**src/rtl/issue_scheduler.sv**
```systemverilog
// issue_scheduler: in-order issue control with register scoreboard, branch wait/flush and halt drain.
//   clk, rst (async active-low)
//   dec_*  : decoded instruction (valid, rd/rs/rt, uses_rs/rt, reg_write, is_branch, is_halt)
//   wb_*   : retiring register write; br_* : branch resolution
//   issue, stall, flush, do_halt, busy_count, protocol_err : control/status outputs
module issue_scheduler #(
   parameter int FLUSH_CYCLES = 2,
   parameter int NREG = 16
) (
   input  logic       clk,
   input  logic       rst,
   input  logic       dec_valid,
   input  logic [3:0] dec_rd,
   input  logic [3:0] dec_rs,
   input  logic [3:0] dec_rt,
   input  logic       dec_uses_rs,
   input  logic       dec_uses_rt,
   input  logic       dec_reg_write,
   input  logic       dec_is_branch,
   input  logic       dec_is_halt,
   input  logic       wb_valid,
   input  logic [3:0] wb_addr,
   input  logic       br_resolve,
   input  logic       br_taken,
   output logic       issue,
   output logic       stall,
   output logic       flush,
   output logic       do_halt,
   output logic [4:0] busy_count,
   output logic       protocol_err
);
   typedef enum logic [2:0] {RUN, BR_WAIT, FLUSH, DRAIN, HALTED} state_t;
   state_t state, state_nxt;
   logic [NREG-1:0] busy, busy_nxt;
   logic [2:0] cnt;
   logic hazard;
   // hazard looks only at the registered scoreboard; a same-cycle retirement is not bypassed
   assign hazard = (dec_uses_rs & busy[dec_rs]) | (dec_uses_rt & busy[dec_rt]) | (dec_reg_write & busy[dec_rd]);
   // rst gating keeps the combinational outputs low while reset is held
   assign issue = rst & dec_valid & (state == RUN) & ~hazard;
   assign stall = rst & dec_valid & ~issue & (state != HALTED);
   assign flush = state == FLUSH;
   assign do_halt = state == HALTED;
   // clear first so a same-edge set of the same register wins
   always_comb begin
      busy_nxt = busy;
      if (wb_valid) busy_nxt[wb_addr] = 1'b0;
      if (issue && dec_reg_write && dec_rd != 4'd0) busy_nxt[dec_rd] = 1'b1;
   end
   always_comb begin
      state_nxt = state;
      case (state)
         RUN:     if (issue) state_nxt = dec_is_halt ? DRAIN : dec_is_branch ? BR_WAIT : RUN;
         BR_WAIT: if (br_resolve) state_nxt = br_taken ? FLUSH : RUN;
         FLUSH:   if (cnt == 3'(FLUSH_CYCLES - 1)) state_nxt = RUN;
         DRAIN:   if (busy_count == 5'd0) state_nxt = HALTED;
         default: state_nxt = state;
      endcase
   end
   always_ff @(posedge clk or negedge rst) begin
      if (!rst) state <= RUN;
      else state <= state_nxt;
   end
   always_ff @(posedge clk or negedge rst) begin
      if (!rst) begin
         busy <= '0;
         busy_count <= 5'd0;
         cnt <= 3'd0;
         protocol_err <= 1'b0;
      end else begin
         busy <= busy_nxt;
         busy_count <= 5'($countones(busy_nxt));
         cnt <= (state == FLUSH) ? cnt + 3'd1 : 3'd0;
         protocol_err <= protocol_err | (wb_valid & ~busy[wb_addr]) | (br_resolve & (state != BR_WAIT));
      end
   end
endmodule

```
**config.mk**
```make
export PLATFORM = sky130hd
export DESIGN_NAME = issue_scheduler
export DESIGN_NICKNAME = d
export VERILOG_FILES = /design/src/rtl/issue_scheduler.sv
export SDC_FILE = /design/constraint.sdc
export NUM_CORES = 1
export LEC_CHECK = 0
export ABC_AREA = 0
export CAP_MARGIN = 30
export CORE_AREA = 3 3 79 96
export DETAILED_ROUTE_END_ITERATION = 6
export DIE_AREA = 0 0 82 99
export HOLD_SLACK_MARGIN = 0.06
export SETUP_SLACK_MARGIN = 0.05
export SKIP_CTS_REPAIR_TIMING = 1
export SLEW_MARGIN = 20
export SYNTH_ARGS = -nofsm -noshare
export SYNTH_HDL_FRONTEND = slang
export SYNTH_SLANG_ARGS = --single-unit
```
**constraint.sdc**
```tcl
create_clock -name clk -period 6.7 [get_ports clk]
set_input_delay 1.34 -clock clk [delete_from_list [all_inputs] [get_ports clk]]
set_output_delay 1.34 -clock clk [all_outputs]
set_load 0.02 [all_outputs]
```
==> metrics.md, run 1 <==
| Metric | Value |
|---|---|
| Critical Path Sink | `busy_count[4]` |
| Required time of the critical path | `6930 ps` |
| Sequential cell area fraction in the yosys report | `30.01%` |
| Count of clock tree sinks | `28` |
| Flop pwr share | `34.3%` |
| Area of the core | `6771 µm²` |
| Clock Path Buffers | `2` |
| Root Buffer | `clkbuf_8` |
| Pin count of the biggest net entering global routing | `30` |
| Count leader, synth | `dfrtp_1` |
| Cts bufs inserted | `3` |
| Initial Utilization | `34.48%` |
| WL per Instance | `17.03 µm` |
| Internal Power | `0.0004528 W` |
| Layout cells sized above 1 | `11.03%` |
| DRT Pass-1 Iters | `4` |
| Congestion Overflow GR | `0` |
| Pins Over Slew Limit | `0` |
| Final period util | `94.53%` |
| Logic pwr share | `47.2%` |
| Clk_skew | `3.250 ps` |
| Antenna Cells | `0` |
| Die W | `82 µm` |
| Clock power frac | `18.5%` |
| Final setup vio count | `0` |
| Total design power | `0.0007331 W` |
| YS warnings | `0` |
| Flip-flop and latch count after synthesis | `28` |
| Synth Flop Type | `dfrtp_1` |
| Worst slew margin | `53.33%` |
| Sum Neg Setup Slack | `0 ps` |
| RSZ-0062 raised after global routing | `false` |
| Number of synthesized flops with an enable pin | `0` |
| Max Cap Viol | `0` |
| Non-filler cells, final | `350` |
| Worst Hold Class | `flop to flop` |
| Final ANT Viol Nets | `0` |
| Post-Syn Area per Cell | `10.15 µm²` |
| Post-Synthesis Cells | `230` |
| Core Util, Final | `42.29%` |
| I/O pins | `37` |
| FF-to-FF End | `busy_count[4]` |
| Synthesized cell area | `2335 µm²` |
| Peak supply drop | `104.0 µV` |
| Fmax | `0.1579 GHz` |
| Critical path class | `input port to flop` |
| Reg2reg setup slack | `1560 ps` |
| Row cnt | `33` |
| GRT Total Usage | `15.79%` |
| PwrDens | `256.0 nW/µm²` |
| Synth top area cells | `dfrtp_1 (30%), mux4_2 (12%), fa_1 (8.6%), mux2i_1 (4.7%), o21ai_0 (4.5%)` |
| CP arrival | `6560 ps` |
| Nets@finish | `308` |
| Area share of the largest cell type after synthesis | `30.01%` |
| Die area | `8118 µm²` |
| CP startpoint kind | `input port` |
| R2R cell count | `16` |
| Initial antenna violation count | `0` |
| Routed WL | `5961 µm` |
| Gpl congestion | `0.8938` |
| Post-synth top cells | `dfrtp_1 (28), o21ai_0 (21), inv_1 (19)` |
| Remaining DRCs | `0` |
| CTS tree | `done` |
| FF-to-FF Start | `busy[6]` |
| Vias | `1,953` |
| Status | `complete, no violations` |
| Slew @ Worst Pin | `691.1 ps` |
| FILL cells | `681` |
| Worst Setup End Kind | `flop` |
| Reg clk slew, reported paths | `100 ps` |
| Crit-path max FO | `12` |
| Max incr delay on CP | `620 ps` |
| Leading area contributor after synthesis | `dfrtp_1` |
| First-pass GRT wire length | `9970 µm` |
| Number of global-route vias before repair | `1,993` |
| Vias/cell | `5.580` |
| Syn Nets | `274` |
| Ys async rst share | `100.0%` |
| Leakage | `1.213 nW` |
| Hold slack | `483.0 ps` |
| H-tree depth | `1` |
| Initial DRC count | `298` |
| HPWL Detailed | `4733 µm` |
| Minimum period implied by the final worst setup slack | `6333 ps` |
| Port Buffers | `36` |
| Synth unique cells | `42` |
| Die Ht | `99 µm` |
| Critical Path Most Common Cell | `fa_1` |
| Clk Latency, worst-skew pair | `280 ps` |
| Sw Share | `38.23%` |
| Area grow syn2layout | `22.67%` |
| Psw | `0.0002803 W` |
| Slowest cell on crit path | `clkdlybuf4s50_1` |
| CP startpoint | `dec_rd[0]` |
| Placed Instances | `346` |
| Critical Path, Cell by Cell | `clkdlybuf4s50_1 -> mux4_2 -> nand2b_1 -> nand4b_1 -> nand4_1 -> a311o_1 -> o21ai_0 -> fa_1 -> fa_1 -> inv_1 -> fa_1 -> fa_1 -> inv_1 -> ha_1 -> inv_1 -> fa_1 -> nor2b_1 -> o21a_1` |
| Hold Vio Cnt, Final | `0` |
worst min-delay path by stage:
stage                     startpoint  slack (ps)  endpoint  depth (start not counted)
after floorplan               cnt[0]         440    cnt[0]                          1
after global placement        cnt[0]         460    cnt[0]                          1
final                         cnt[0]         480    cnt[0]                          1
after detailed placement      cnt[0]         480    cnt[0]                          1
after CTS                     cnt[0]         500    cnt[0]                          1
after global routing          cnt[0]         520    cnt[0]                          1
worst max-delay path, delay by kind of cell:
kind,cells,cell delay [ps]
adder cells (fa/ha/maj),6,2490
AO/OA/AOI/OAI,3,920
multiplexers,1,530
buffers and inverters,4,790
AND/OR/NAND/NOR,4,510
area by class of cell:
type                    count  area (µm²)  share of cell area [%]
multi-input cells         167        1484                   51.81
clock inverters             1       30.03                   1.048
clock buffers               3       41.29                   1.442
well taps                  87       108.9                   3.801
flip-flops and latches     28       700.7                   24.46
inverters                  19       71.32                   2.490
repair buffers             45       427.9                   14.94
metrics by stage:
stage               cell area, µm²  worst slack [ps]
floorplan                     2335             647.7
global placement              2793             91.15
detailed placement            2793             57.34
CTS                           2864             353.8
global route                  2864             120.5
finish                        2864             366.6
cell families after synthesis:
| kind of cell | count (synthesis) | share of synthesized area, % |
|---|---|---|
| compound gates | 63 | 19.29 |
| xor+xnor | 3 | 1.126 |
| fa+ha+maj | 17 | 12.33 |
| buf+inv | 35 | 6.431 |
| flops | 28 | 30.01 |
| mux | 24 | 16.77 |
| simple gates | 60 | 14.04 |
sequential cells by signal (all words and copies together) (netlist names):
signal        cells
busy             16
busy_count        5
cnt               3
protocol_err      1
state             3
power by group through the flow:
stage	Combinational, W	Clock, W	Sequential [W]
after global placement	0.000349	0	0.000254
after CTS	0.000355	0.000139	0.000250
after floorplan	0.000246	0	0.000239
after global routing	0.000397	0.000146	0.000258
final	0.000346	0.000135	0.000251
after detailed placement	0.000354	0	0.000254
routing by layer:
layer | vias to the layer above | global-route usage, % | share of wire [%]
li1 | 920 | - | -
met1 | 940 | 20.49 | 40
met4 | 0 | 7.417 | 2.8
met3 | 16 | 1.371 | 5.6
met5 | - | 0 | 0
met2 | 77 | 26.14 | 52
cells in the final DEF (no fill, tap or decap), types with 8 or more instances in the layout:
cell type,synthesis,layout
clkdlybuf4s50_1,0,36
dfrtp_1,28,28
o21ai_0,21,20
inv_1,19,19
mux4_2,12,12
mux2i_1,11,11
nor2_1,11,11
nand2b_1,11,11
fa_1,10,10
buf_4,0,9
nor2b_1,8,8
nand3_1,8,8
nand2_1,8,8
Power figures use the tool's default switching activity.
==> inputs of run 2 (changes only) <==
CORE_AREA = 3 3 86 88   (was 3 3 79 96)
DIE_AREA = 0 0 89 91   (was 0 0 82 99)
==> metrics.md, run 2 (synthesis results as in run 1) <==
| Metric | Value |
|---|---|
| Status | `complete, no violations` |
| Nets@finish | `309 (+0.32%)` |
| FF-to-FF Start | `busy[7]` |
| Critical path class | `input port to flop` |
| Leakage | `1.217 nW (+0.31%)` |
| Sum Neg Setup Slack | `0 ps (unchanged)` |
| Largest registers | `busy: 16 flops, busy_count: 5 flops` |
| I/O pins | `37 (unchanged)` |
| Number of global-route vias before repair | `2,014 (+1.1%)` |
| Flop pwr share | `34.7% (+0.4 points)` |
| Psw | `0.0002761 W (-1.5%)` |
| Required time of the critical path | `6930 ps (about the same)` |
| Worst Hold Class | `flop to flop` |
| Slew @ Worst Pin | `785.2 ps (+94.12 ps)` |
| Internal Power | `0.0004519 W (-0.20%)` |
| Final setup vio count | `0 (unchanged)` |
| Critical Path Sink | `busy_count[4]` |
| First-pass GRT wire length | `10,050 µm (+0.83%)` |
| Initial Utilization | `34.75% (+0.27 points)` |
| Port Buffers | `36 (unchanged)` |
| Routed WL | `6000 µm (+0.65%)` |
| Gpl congestion | `0.9191 (+2.8%)` |
| HPWL Detailed | `4692 µm (-0.86%)` |
| Total design power | `0.0007280 W (-0.69%)` |
| Vias/cell | `5.718 (+2.5%)` |
| Final ANT Viol Nets | `0 (unchanged)` |
| R2R cell count | `16 (unchanged)` |
| Die Ht | `91 µm (-8.1%)` |
| Routed wl met2 | `2981 µm (-3.5%)` |
| CTS tree | `done` |
| Initial antenna violation count | `0 (unchanged)` |
| H-tree depth | `1 (unchanged)` |
| Commonest non-fill, non-tap cell in the layout | `clkdlybuf4s50_1` |
| Most frequent cells in the layout | `clkdlybuf4s50_1 (36), dfrtp_1 (28), inv_1 (19), o21ai_0 (19), mux4_2 (12)` |
| Count of clock tree sinks | `28 (unchanged)` |
| Reg clk slew, reported paths | `90 ps (about the same)` |
| Worst Setup End Kind | `flop` |
| Die area | `8099 µm² (-0.23%)` |
| Fmax | `0.1573 GHz (-0.37%)` |
| Remaining DRCs | `0 (unchanged)` |
| PwrDens | `254.3 nW/µm² (-0.64%)` |
| CP arrival | `6580 ps (+20 ps)` |
| RSZ-0062 raised after global routing | `false` |
| Area grow syn2layout | `22.62% (about the same)` |
| Clock power frac | `18.3% (-0.2 points)` |
| Die W | `89 µm (+8.5%)` |
| M1 wire length | `2650 µm (+12%)` |
| DRT Pass-1 Iters | `4 (unchanged)` |
| Crit-path max FO | `14 (+2)` |
| Logic pwr share | `47.0% (-0.2 points)` |
| Root Buffer | `clkbuf_8` |
| WL per Instance | `17.44 µm (+2.4%)` |
| Biggest register | `busy` |
| Clk_skew | `1.940 ps (-1.310 ps)` |
| Clk Latency, worst-skew pair | `280 ps (about the same)` |
| Peak supply drop | `74.28 µV (-29%)` |
| Max reg flops | `16 (unchanged)` |
| CP startpoint kind | `input port` |
| Sw Share | `37.93% (-0.30 points)` |
| Minimum period implied by the final worst setup slack | `6357 ps (+23.22 ps)` |
| Layout cells sized above 1 | `11.36% (+0.34 points)` |
| CP startpoint | `dec_rd[0]` |
| Congestion Overflow GR | `0 (unchanged)` |
| Final period util | `94.87% (+0.35 points)` |
| Top Metal Used | `met4` |
| Pins Over Slew Limit | `0 (unchanged)` |
| Worst slew margin | `46.97% (-6.4 points)` |
| Area of the core | `6719 µm² (-0.78%)` |
| Clock Path Buffers | `2 (unchanged)` |
| GRT Total Usage | `15.77% (-0.021 points)` |
| Max Cap Viol | `0 (unchanged)` |
| DR WL met3 | `245 µm (-27%)` |
| Hold Vio Cnt, Final | `0 (unchanged)` |
| Reg2reg setup slack | `1640 ps (+80 ps)` |
| Cts bufs inserted | `3 (unchanged)` |
| Vias | `1,967 (+0.72%)` |
| Initial DRC count | `145 (-51%)` |
| Pin count of the biggest net entering global routing | `30 (unchanged)` |
| Antenna Cells | `0 (unchanged)` |
| Row cnt | `30 (-9.1%)` |
| FF-to-FF End | `busy_count[4]` |
## run 2: cell types whose count changed in the layout (fill, tap and decap cells not counted)
cell | before | now
o21ai_0 | 20 | 19
buf_4 | 9 | 10
o21ai_1 | 1 | 2
## run 2: critical path: stages
cell and delay (ps):
clkdlybuf4s50_1 640, mux4_2 530, nand2b_1 150, nand4b_1 110, nand4_1 140, a311o_1 450, o21ai_0 340, fa_1 490
fa_1 520, inv_1 50, fa_1 450, fa_1 470, inv_1 70, ha_1 150, inv_1 50, fa_1 390
nor2b_1 130, o21a_1 110
## run 2: worst min path at each step
| stage | startpoint | to | slack [ps] | cells after the start |
|---|---|---|---|---|
| CTS | cnt[0] | cnt[0] | 480 | 1 |
| floorplan | cnt[0] | cnt[0] | 440 | 1 |
| detailed placement | cnt[0] | cnt[0] | 470 | 1 |
| global route | cnt[0] | cnt[0] | 510 | 1 |
| global placement | cnt[0] | cnt[0] | 460 | 1 |
| finish | cnt[0] | cnt[0] | 470 | 1 |
## run 2: power by group through the flow
stage	Combinational, W	Clock (W)	Sequential [W]
5_1_grt	0.000389	0.000145	0.000258
3_3_place_gp	0.000344	0	0.000255
4_1_cts	0.000349	0.000138	0.000252
6_report	0.000342	0.000133	0.000252
2_1_floorplan	0.000246	0	0.000239
3_5_place_dp	0.000347	0	0.000254
## run 2: metrics by stage
step	instance area [µm²]	util, %	setup WS, ps	cells	hold slack (ps)
finish	2863	42.61	343.4	344	468.2
global route	2863	42.61	98.81	344	509.1
CTS	2863	42.61	324.0	344	479.4
detailed placement	2791	41.55	49.13	340	465.3
global placement	2791	41.55	94.69	340	461.6
floorplan	2335	-	647.7	230	438.5
## run 2: area by class of cell
class                   count  area (µm²)
fillers                   627        3856
multi-input cells         167        1484
flip-flops and latches     28       700.7
repair buffers             46       435.4
well taps                  80       100.1
inverters                  19       71.32
clock buffers               3       41.29
clock inverters             1       30.03
## run 2: per-layer routing
metal	GRT usage, %	up-vias
met2	26.05	55
li1	-	924
met1	21.42	976
met5	0	-
met4	5.087	0
met3	1.633	12
==> inputs of run 3 (changes only) <==
clock period = 7.6 ns   (was 6.7 ns; I/O delays follow)
==> metrics.md, run 3 (synthesis results as in run 1) <==
| Metric | Value |
|---|---|
| Routed WL | `6023 µm (+0.38%)` |
| Area of the core | `6719 µm² (unchanged)` |
| First-pass GRT wire length | `9825 µm (-2.3%)` |
| H-tree depth | `1 (unchanged)` |
| Count of clock tree sinks | `28 (unchanged)` |
| Final ANT Viol Nets | `0 (unchanged)` |
| Clk_skew | `13.04 ps (+11.10 ps)` |
| Max reg flops | `16 (unchanged)` |
| Initial DRC count | `187 (+29%)` |
| Status | `complete, no violations` |
| FILL cells | `647 (+3.2%)` |
| Final period util | `90.02%` |
| Critical Path Most Common Cell | `fa_1` |
| Die area | `8099 µm² (unchanged)` |
| Initial Utilization | `34.75% (unchanged)` |
| Placed Instances | `333 (-2.1%)` |
| Largest registers | `busy: 16 flops, busy_count: 5 flops` |
| PwrDens | `229.7 nW/µm² (-9.7%)` |
| Critical path class | `input port to flop` |
| Required time of the critical path | `7830 ps (+900 ps)` |
| CTS tree | `done` |
| CP startpoint kind | `input port` |
| Most frequent cells in the layout | `clkdlybuf4s50_1 (36), dfrtp_1 (28), o21ai_0 (21)` |
| Logic pwr share | `46.8% (-0.2 points)` |
| Total design power | `0.0006455 W (-11%)` |
| Hold slack | `485.7 ps (+17.46 ps)` |
| Psw | `0.0002494 W (-9.7%)` |
| Worst Setup End Kind | `flop` |
| Congestion Overflow GR | `0 (unchanged)` |
| Initial antenna violation count | `0 (unchanged)` |
| Reg clk slew, reported paths | `110 ps (+20 ps)` |
| Met2 Use GR | `25.62% (-0.43 points)` |
| Final setup vio count | `0 (unchanged)` |
| Vias | `1,965 (-0.10%)` |
| Number of global-route vias before repair | `1,963 (-2.5%)` |
| Multi-input logic area | `1484 µm² (unchanged)` |
| Flop pwr share | `34.5% (-0.2 points)` |
| GRT Total Usage | `15.39% (-0.38 points)` |
| Leakage | `1.184 nW (-2.7%)` |
| Pins Over Slew Limit | `0 (unchanged)` |
| Internal Power | `0.0003961 W (-12%)` |
| Nets@finish | `302 (-2.3%)` |
| Root Buffer | `clkbuf_8` |
| Commonest non-fill, non-tap cell in the layout | `clkdlybuf4s50_1` |
| Vias/cell | `5.831 (+2.0%)` |
| Remaining DRCs | `0 (unchanged)` |
| GRT met3 Usage | `1.906% (+0.27 points)` |
| Die Ht | `91 µm (unchanged)` |
| Fmax | `0.1462 GHz` |
| I/O pins | `37 (unchanged)` |
| CP arrival | `7070 ps (+490 ps)` |
| Slowest cell on crit path | `clkdlybuf4s50_1` |
| Slew @ Worst Pin | `766.0 ps (-19.17 ps)` |
| Clock Path Buffers | `2 (unchanged)` |
| Core Util, Final | `41.83% (-0.78 points)` |
| Worst slew margin | `48.26% (+1.3 points)` |
| Area grow syn2layout | `20.36%` |
| RSZ-0062 raised after global routing | `false` |
| Gpl congestion | `0.8738 (-4.9%)` |
| Antenna Cells | `0 (unchanged)` |
| Sum Neg Setup Slack | `0 ps (unchanged)` |
| Layout cells sized above 1 | `8.949% (-2.4 points)` |
| Biggest register | `busy` |
| Pin count of the biggest net entering global routing | `30 (unchanged)` |
| Crit-path max FO | `16 (+2)` |
| Hold Vio Cnt, Final | `0 (unchanged)` |
| Critical Path, Cell by Cell | `clkdlybuf4s50_1 -> mux4_2 -> nand2b_1 -> nand4b_1 -> nand4_1 -> a311o_1 -> o21ai_0 -> fa_1 -> fa_1 -> inv_1 -> fa_1 -> fa_1 -> inv_1 -> ha_1 -> inv_1 -> fa_1 -> nor2b_1 -> o21a_1` |
| Minimum period implied by the final worst setup slack | `6842 ps` |
| Max Cap Viol | `0 (unchanged)` |
| DRT Pass-1 Iters | `4 (unchanged)` |
| Clk Latency, worst-skew pair | `280 ps (about the same)` |
| Met1 Usage GRT | `20.07% (-1.3 points)` |
| Sw Share | `38.63% (+0.70 points)` |
| CP Buf/Inv Count | `4 (unchanged)` |
| Peak supply drop | `89.44 µV (+20%)` |
| Crit path max-delay family | `adder cells` |
| Die W | `89 µm (unchanged)` |
| Port Buffers | `36 (unchanged)` |
| Cts bufs inserted | `3 (unchanged)` |
| Area taken by flip-flops and latches | `700.7 µm² (unchanged)` |
| Clock power frac | `18.7% (+0.4 points)` |
| Non-filler cells, final | `337 (-2.0%)` |
| Worst Hold Class | `flop to flop` |
| WL per Instance | `17.87 µm (+2.5%)` |
| Row cnt | `30 (unchanged)` |
| Max incr delay on CP | `850 ps (+210 ps)` |
| Gr busiest metal | `met2` |
| HPWL Detailed | `4603 µm (-1.9%)` |
## run 3: metal layers
metal  share of wire (%)  wire, µm
met1                  40      2414
met2                  49      2940
met3                 7.8       472
met4                 3.2       195
met5                   0         0
## run 3: area by class of cell
cell class | instances | area share [%]
Clock buffer | 3 | 1.469
Sequential cell | 28 | 24.93
Tap cell | 80 | 3.562
Timing Repair Buffer | 39 | 13.62
Multi-Input combinational cell | 167 | 52.80
Clock inverter | 1 | 1.069
Inverter | 19 | 2.538
## run 3: per-stage QoR
step           worst slack, ps  cell area (µm²)
6_report                 758.2             2810
5_1_grt                  397.5             2810
4_1_cts                  755.3             2810
3_5_place_dp             451.6             2739
3_3_place_gp             584.3             2739
2_1_floorplan             1368             2335
## run 3: worst paths after layout
kind	start	endpoint	slack [ps]	cells after the start
setup / recovery	dec_rd[0]	busy_count[4]	760	18
hold / removal	cnt[0]	cnt[0]	490	1
setup reg to reg	busy[15]	busy_count[4]	2460	16
hold reg to reg	cnt[0]	cnt[0]	490	1
max in group asynchronous	rst	busy[0]	5640	2
min in group asynchronous	rst	cnt[2]	1670	2
## run 3: power by group through the flow
stage / sequential, W / combinational, W / clock, W
after global routing: 0.000227 / 0.000350 / 0.000129
after floorplan: 0.000211 / 0.000217 / 0
after detailed placement: 0.000225 / 0.000305 / 0
final: 0.000223 / 0.000302 / 0.000120
after global placement: 0.000224 / 0.000300 / 0
after CTS: 0.000222 / 0.000309 / 0.000123
## run 3: worst reg2reg max path, stage by stage (launching register included)
cell and delay, ps:
dfrtp_1 450, mux4_2 480, o2111ai_1 200, nand4_1 150, a311o_1 540, o21ai_0 380, fa_1 490, fa_1 520
inv_1 50, fa_1 500, fa_1 410, inv_1 60, ha_1 160, inv_1 60, fa_1 400, nor2b_1 130
o21a_1 110
==> RTL change 1: new RTL, settings of run 1 <==
Change the parameter `NREG` from 16 to 24.
--- a/src/rtl/issue_scheduler.sv
+++ b/src/rtl/issue_scheduler.sv
@@ -5,7 +5,7 @@
 //   issue, stall, flush, do_halt, busy_count, protocol_err : control/status outputs
 module issue_scheduler #(
    parameter int FLUSH_CYCLES = 2,
-   parameter int NREG = 16
+   parameter int NREG = 24
 ) (
    input  logic       clk,
    input  logic       rst,
Behaviour: no difference found for any inputs over 4 cycles, from zero or initial values and one cycle with rst low; that may be too few to reach the edited logic, so the function may still have changed.
==> RTL change 1 against run 1 <==
- power down 1.9%
- sequential cell count is the same
- clock skew grew 0.72 ps
- routed wire length rose by 7.0%
- final area is 3.4% higher
- synthesized area is 3.8% higher
- maximum frequency rose by 2.6%
- synthesized cell count increased by 7.8%
- worst setup slack better by 160 ps
- largest cell class unchanged
- largest power group unchanged
- highest routed layer unchanged
==> RTL change 1: results (changes against run 1) <==
met3 wire length 425 um (+27%); crit path from dec_rs[0]; synthesis-to-finish area growth 22.1%; Max VDD drop 0.0889 mV (-15%); final wirelength 6380 um (+7.0%); final worst hold slack 468 ps (-15.3 ps); sum of routed wire segments on met1 2580 um (+9.2%); source of the worst register-to-register timing path busy[12]; Post-Synthesis Cells 248 (+7.8%); power dissipated in combinational cells 335 uW (-3%); met2 wire length 3220 um (+4.0%); Final non-clock buffer share 15.0% (+0.021 points); met2 Track Usage GR 27.1% (+0.93 points); endpoint arrival time on the critical path 6350 ps (-210 ps); run status complete, no violations; all-layer global routing usage 16.9% (+1.1 points); placed cell count 370 (+6.9%); global-route met3 utilization 2.47% (+1.1 points); average via count per standard cell 5.55 (-0.48%); number of nets in the final layout 332 (+7.8%); Cell Area, Placed 2890 um^2 (+3.4%); Filler Cells Inserted 670 (-1.6%); Multi-input comb cells 187 (+12%); clock group share of total power 18.8% (+0.3 points); number of non-clock inverters 21 (+2); share of layout cells above drive strength 1 13.2% (+2.2 points); switching power 280 uW (-0.19%)
[RTL change 1: changes by cell type after synthesis, moves of 3 or more]
| cell | delta |
|---|---|
| sky130_fd_sc_hd__clkbuf_1 | -7 |
| sky130_fd_sc_hd__nand3b_1 | +3 |
| sky130_fd_sc_hd__nor2_1 | +7 |
| sky130_fd_sc_hd__nand4_1 | +5 |
| sky130_fd_sc_hd__o21ai_0 | -5 |
| sky130_fd_sc_hd__mux2_2 | +3 |
| sky130_fd_sc_hd__nand2b_1 | -3 |
| sky130_fd_sc_hd__o41ai_1 | -6 |
| sky130_fd_sc_hd__o41a_1 | -3 |
| sky130_fd_sc_hd__nand2_1 | +5 |
| sky130_fd_sc_hd__o21ai_1 | +13 |
[RTL change 1: logic make-up after synthesis]
logic type / synth area share [%]
buffers and inverters: 6.81
XOR/XNOR: 1.08
adder cells (fa/ha/maj): 11.9
AO/OA/AOI/OAI: 16.9
flip-flops: 28.9
multiplexers: 15.8
AND/OR/NAND/NOR: 18.6
==> RTL change 2: new RTL, settings of run 1 <==
Made on the original files. Reset style: synchronous (`rst`), changed in 2 clocked blocks. Comments in the files are not updated.
--- a/src/rtl/issue_scheduler.sv
+++ b/src/rtl/issue_scheduler.sv
@@ -57,11 +57,11 @@
          default: state_nxt = state;
       endcase
    end
-   always_ff @(posedge clk or negedge rst) begin
+   always_ff @(posedge clk) begin
       if (!rst) state <= RUN;
       else state <= state_nxt;
    end
-   always_ff @(posedge clk or negedge rst) begin
+   always_ff @(posedge clk) begin
       if (!rst) begin
          busy <= '0;
          busy_count <= 5'd0;
Function: differs if rst is asserted again (counterexample within 4 cycles, from zero or initial values and one cycle with rst low); with rst held inactive, the same outputs for 4 cycles.
==> RTL change 2 against run 1 <==
- synthesized area down 0.86%
- final area grew 0.83%
- sequential share of layout area shrank 5.1 points
- die area did not move
- sequential cell count unchanged
- worst setup slack got worse by 46 ps
- routed wire length grew 2.1%
- clock skew shrank 1.4 ps
- via count increased by 1.5%
- critical path depth unchanged
- non-clock buffer count up 4
- critical path type unchanged
Power is not compared: it rests on default switching activity, and its combinational part moved more than twofold at a synthesized area within 25%.
==> RTL change 2: results (changes against run 1) <==
cell types with the highest counts after synthesis 28 x sky130_fd_sc_hd__dfxtp_1, 17 x sky130_fd_sc_hd__inv_1, 17 x sky130_fd_sc_hd__nor2_1; startpoint of the most critical hold path cnt[0]; family with the most delay on the worst path adder cells; number of global-route vias before repair 1934 (-3.0%); run status complete, no violations; endpoint arrival time on the critical path 6590 ps (+30 ps); Routed wire per std cell 16.5 um (-2.9%); prevailing post-synth register cell sky130_fd_sc_hd__dfxtp_1; CTS clk-pin slew, worst paths 100 ps (about the same); largest incremental delay on the critical path 590 ps (-30 ps); placed cell count 364 (+5.2%); post-synthesis sequential area ratio 24.2% (-5.8 points); length of the first detailed-routing pass in iterations 4 (unchanged); Final HPWL DP 4720 um (-0.26%); Top Registers busy (16), busy_count (5); fraction of registers with async set or reset after synthesis 0% (-100 points); number of input and output port buffers inserted 36 (unchanged); share of layout cells above drive strength 1 12.8% (+1.8 points); number of antenna diodes 0 (unchanged); H-tree lvl count 1 (unchanged); gp weighted congestion 0.848 (-5.1%); hold endpoint cnt[0]; average size of a mapped cell 9.56 um^2 (-5.8%); Hold/Removal Path Class flip-flop to flip-flop; largest cells by area after synthesis sky130_fd_sc_hd__dfxtp_1 24%, sky130_fd_sc_hd__mux4_2 8.8%, sky130_fd_sc_hd__fa_1 8.6%; antenna violations before repair 0 (unchanged); source of the worst register-to-register timing path busy[6]; number of nets in the final layout 326 (+5.8%); worst r2r dst busy_count[2]; Layout Skew 1.88 ps (-1.37 ps); transition time at the pin with the least slew margin 724 ps (+32.8 ps); first-pass GRT wire length 9900 um (-0.69%); count of warnings emitted by yosys 0 (unchanged); clock latency reported for the late side of the worst-skew pair 280 ps (about the same); final worst hold slack 461 ps (-22.0 ps); post-synth net total 286 (+4.4%); crit path from dec_rt[0]; slowest stage cell on the critical path sky130_fd_sc_hd__or4_1; crit-path max FO 9 (-3); drt first-iter violations 185 (-38%); Max VDD drop 0.111 mV; number of standard cells in the final layout excluding fillers 368 (+5.1%); worst setup slack for register-to-register paths 1620 ps (+60 ps); worst reg-to-reg path cell count 17 (+1); average via count per standard cell 5.39 (-3.4%); Worst setup SP type input pin; pin count of the biggest net entering global routing 26 (-13%); post-synthesis cell type count 49 (+17%); number of buffers inserted during clock tree synthesis 3 (unchanged); all-layer global routing usage 15.8% (+0.030 points)
[RTL change 2: kinds of logic (layout without fill, tap and decap cells)]
group / Yosys count / after routing / share of synthesized area, %
AO/OA/AOI/OAI: 57 / 57 / 18.1
XOR/XNOR: 2 / 2 / 0.757
adder cells (fa/ha/maj): 17 / 17 / 12.4
multiplexers: 24 / 24 / 17.6
flip-flops: 28 / 28 / 24.2
AND/OR/NAND/NOR: 83 / 83 / 21.4
buffers and inverters: 31 / 70 / 5.57
[RTL change 2: stage by stage]
| step | worst slack [ps] | util [%] | power (uW) | area [um^2] |
|---|---|---|---|---|
| 6_report | 321 | 42.6 | 394 | 2890 |
| 5_1_grt | 96.1 | 42.6 | 410 | 2890 |
| 3_3_place_gp | 68.5 | 41.6 | 261 | 2820 |
| 4_1_cts | 311 | 42.6 | 396 | 2890 |
| 3_5_place_dp | 48.6 | 41.6 | 260 | 2820 |
| 2_1_floorplan | 607 | - | 223 | 2310 |
[RTL change 2: cell type report]
cell class / instances / area (um^2)
multi-input cells: 183 / 1630
clock buffers: 3 / 41.3
flip-flops and latches: 28 / 561
repair buffers: 49 / 458
well taps: 87 / 109
clock inverters: 1 / 30.0
fillers: 693 / 3880
inverters: 17 / 63.8
[RTL change 2: metal layers]
metal / up-vias / global-route usage, % / share of wire (%)
met5: - / 0 / 0
met4: 0 / 4.86 / 1.6
met3: 6 / 1.46 / 4.8
met2: 60 / 26.1 / 49
met1: 936 / 21.6 / 45
li1: 981 / - / -
[RTL change 2: report_power, final]
part | switching [uW] | internal (uW) | total, uW | leakage [uW]
clock | 56.4 | 80.1 | 136 | 0.0000357
combinational | 41.6 | 41.6 | 83.3 | 0.000967
sequential | 4.52 | 169 | 174 | 0.000226
total | 103 | 291 | 394 | 0.00123
[RTL change 2: how the worst max path moves through the flow]
stage                         end  slack, ps  depth (start not counted)
floorplan           busy_count[3]        610                         18
global placement    busy_count[2]         70                         18
detailed placement  busy_count[2]         50                         18
CTS                 busy_count[2]        310                         18
global route        busy_count[2]        100                         17
finish              busy_count[2]        320                         18
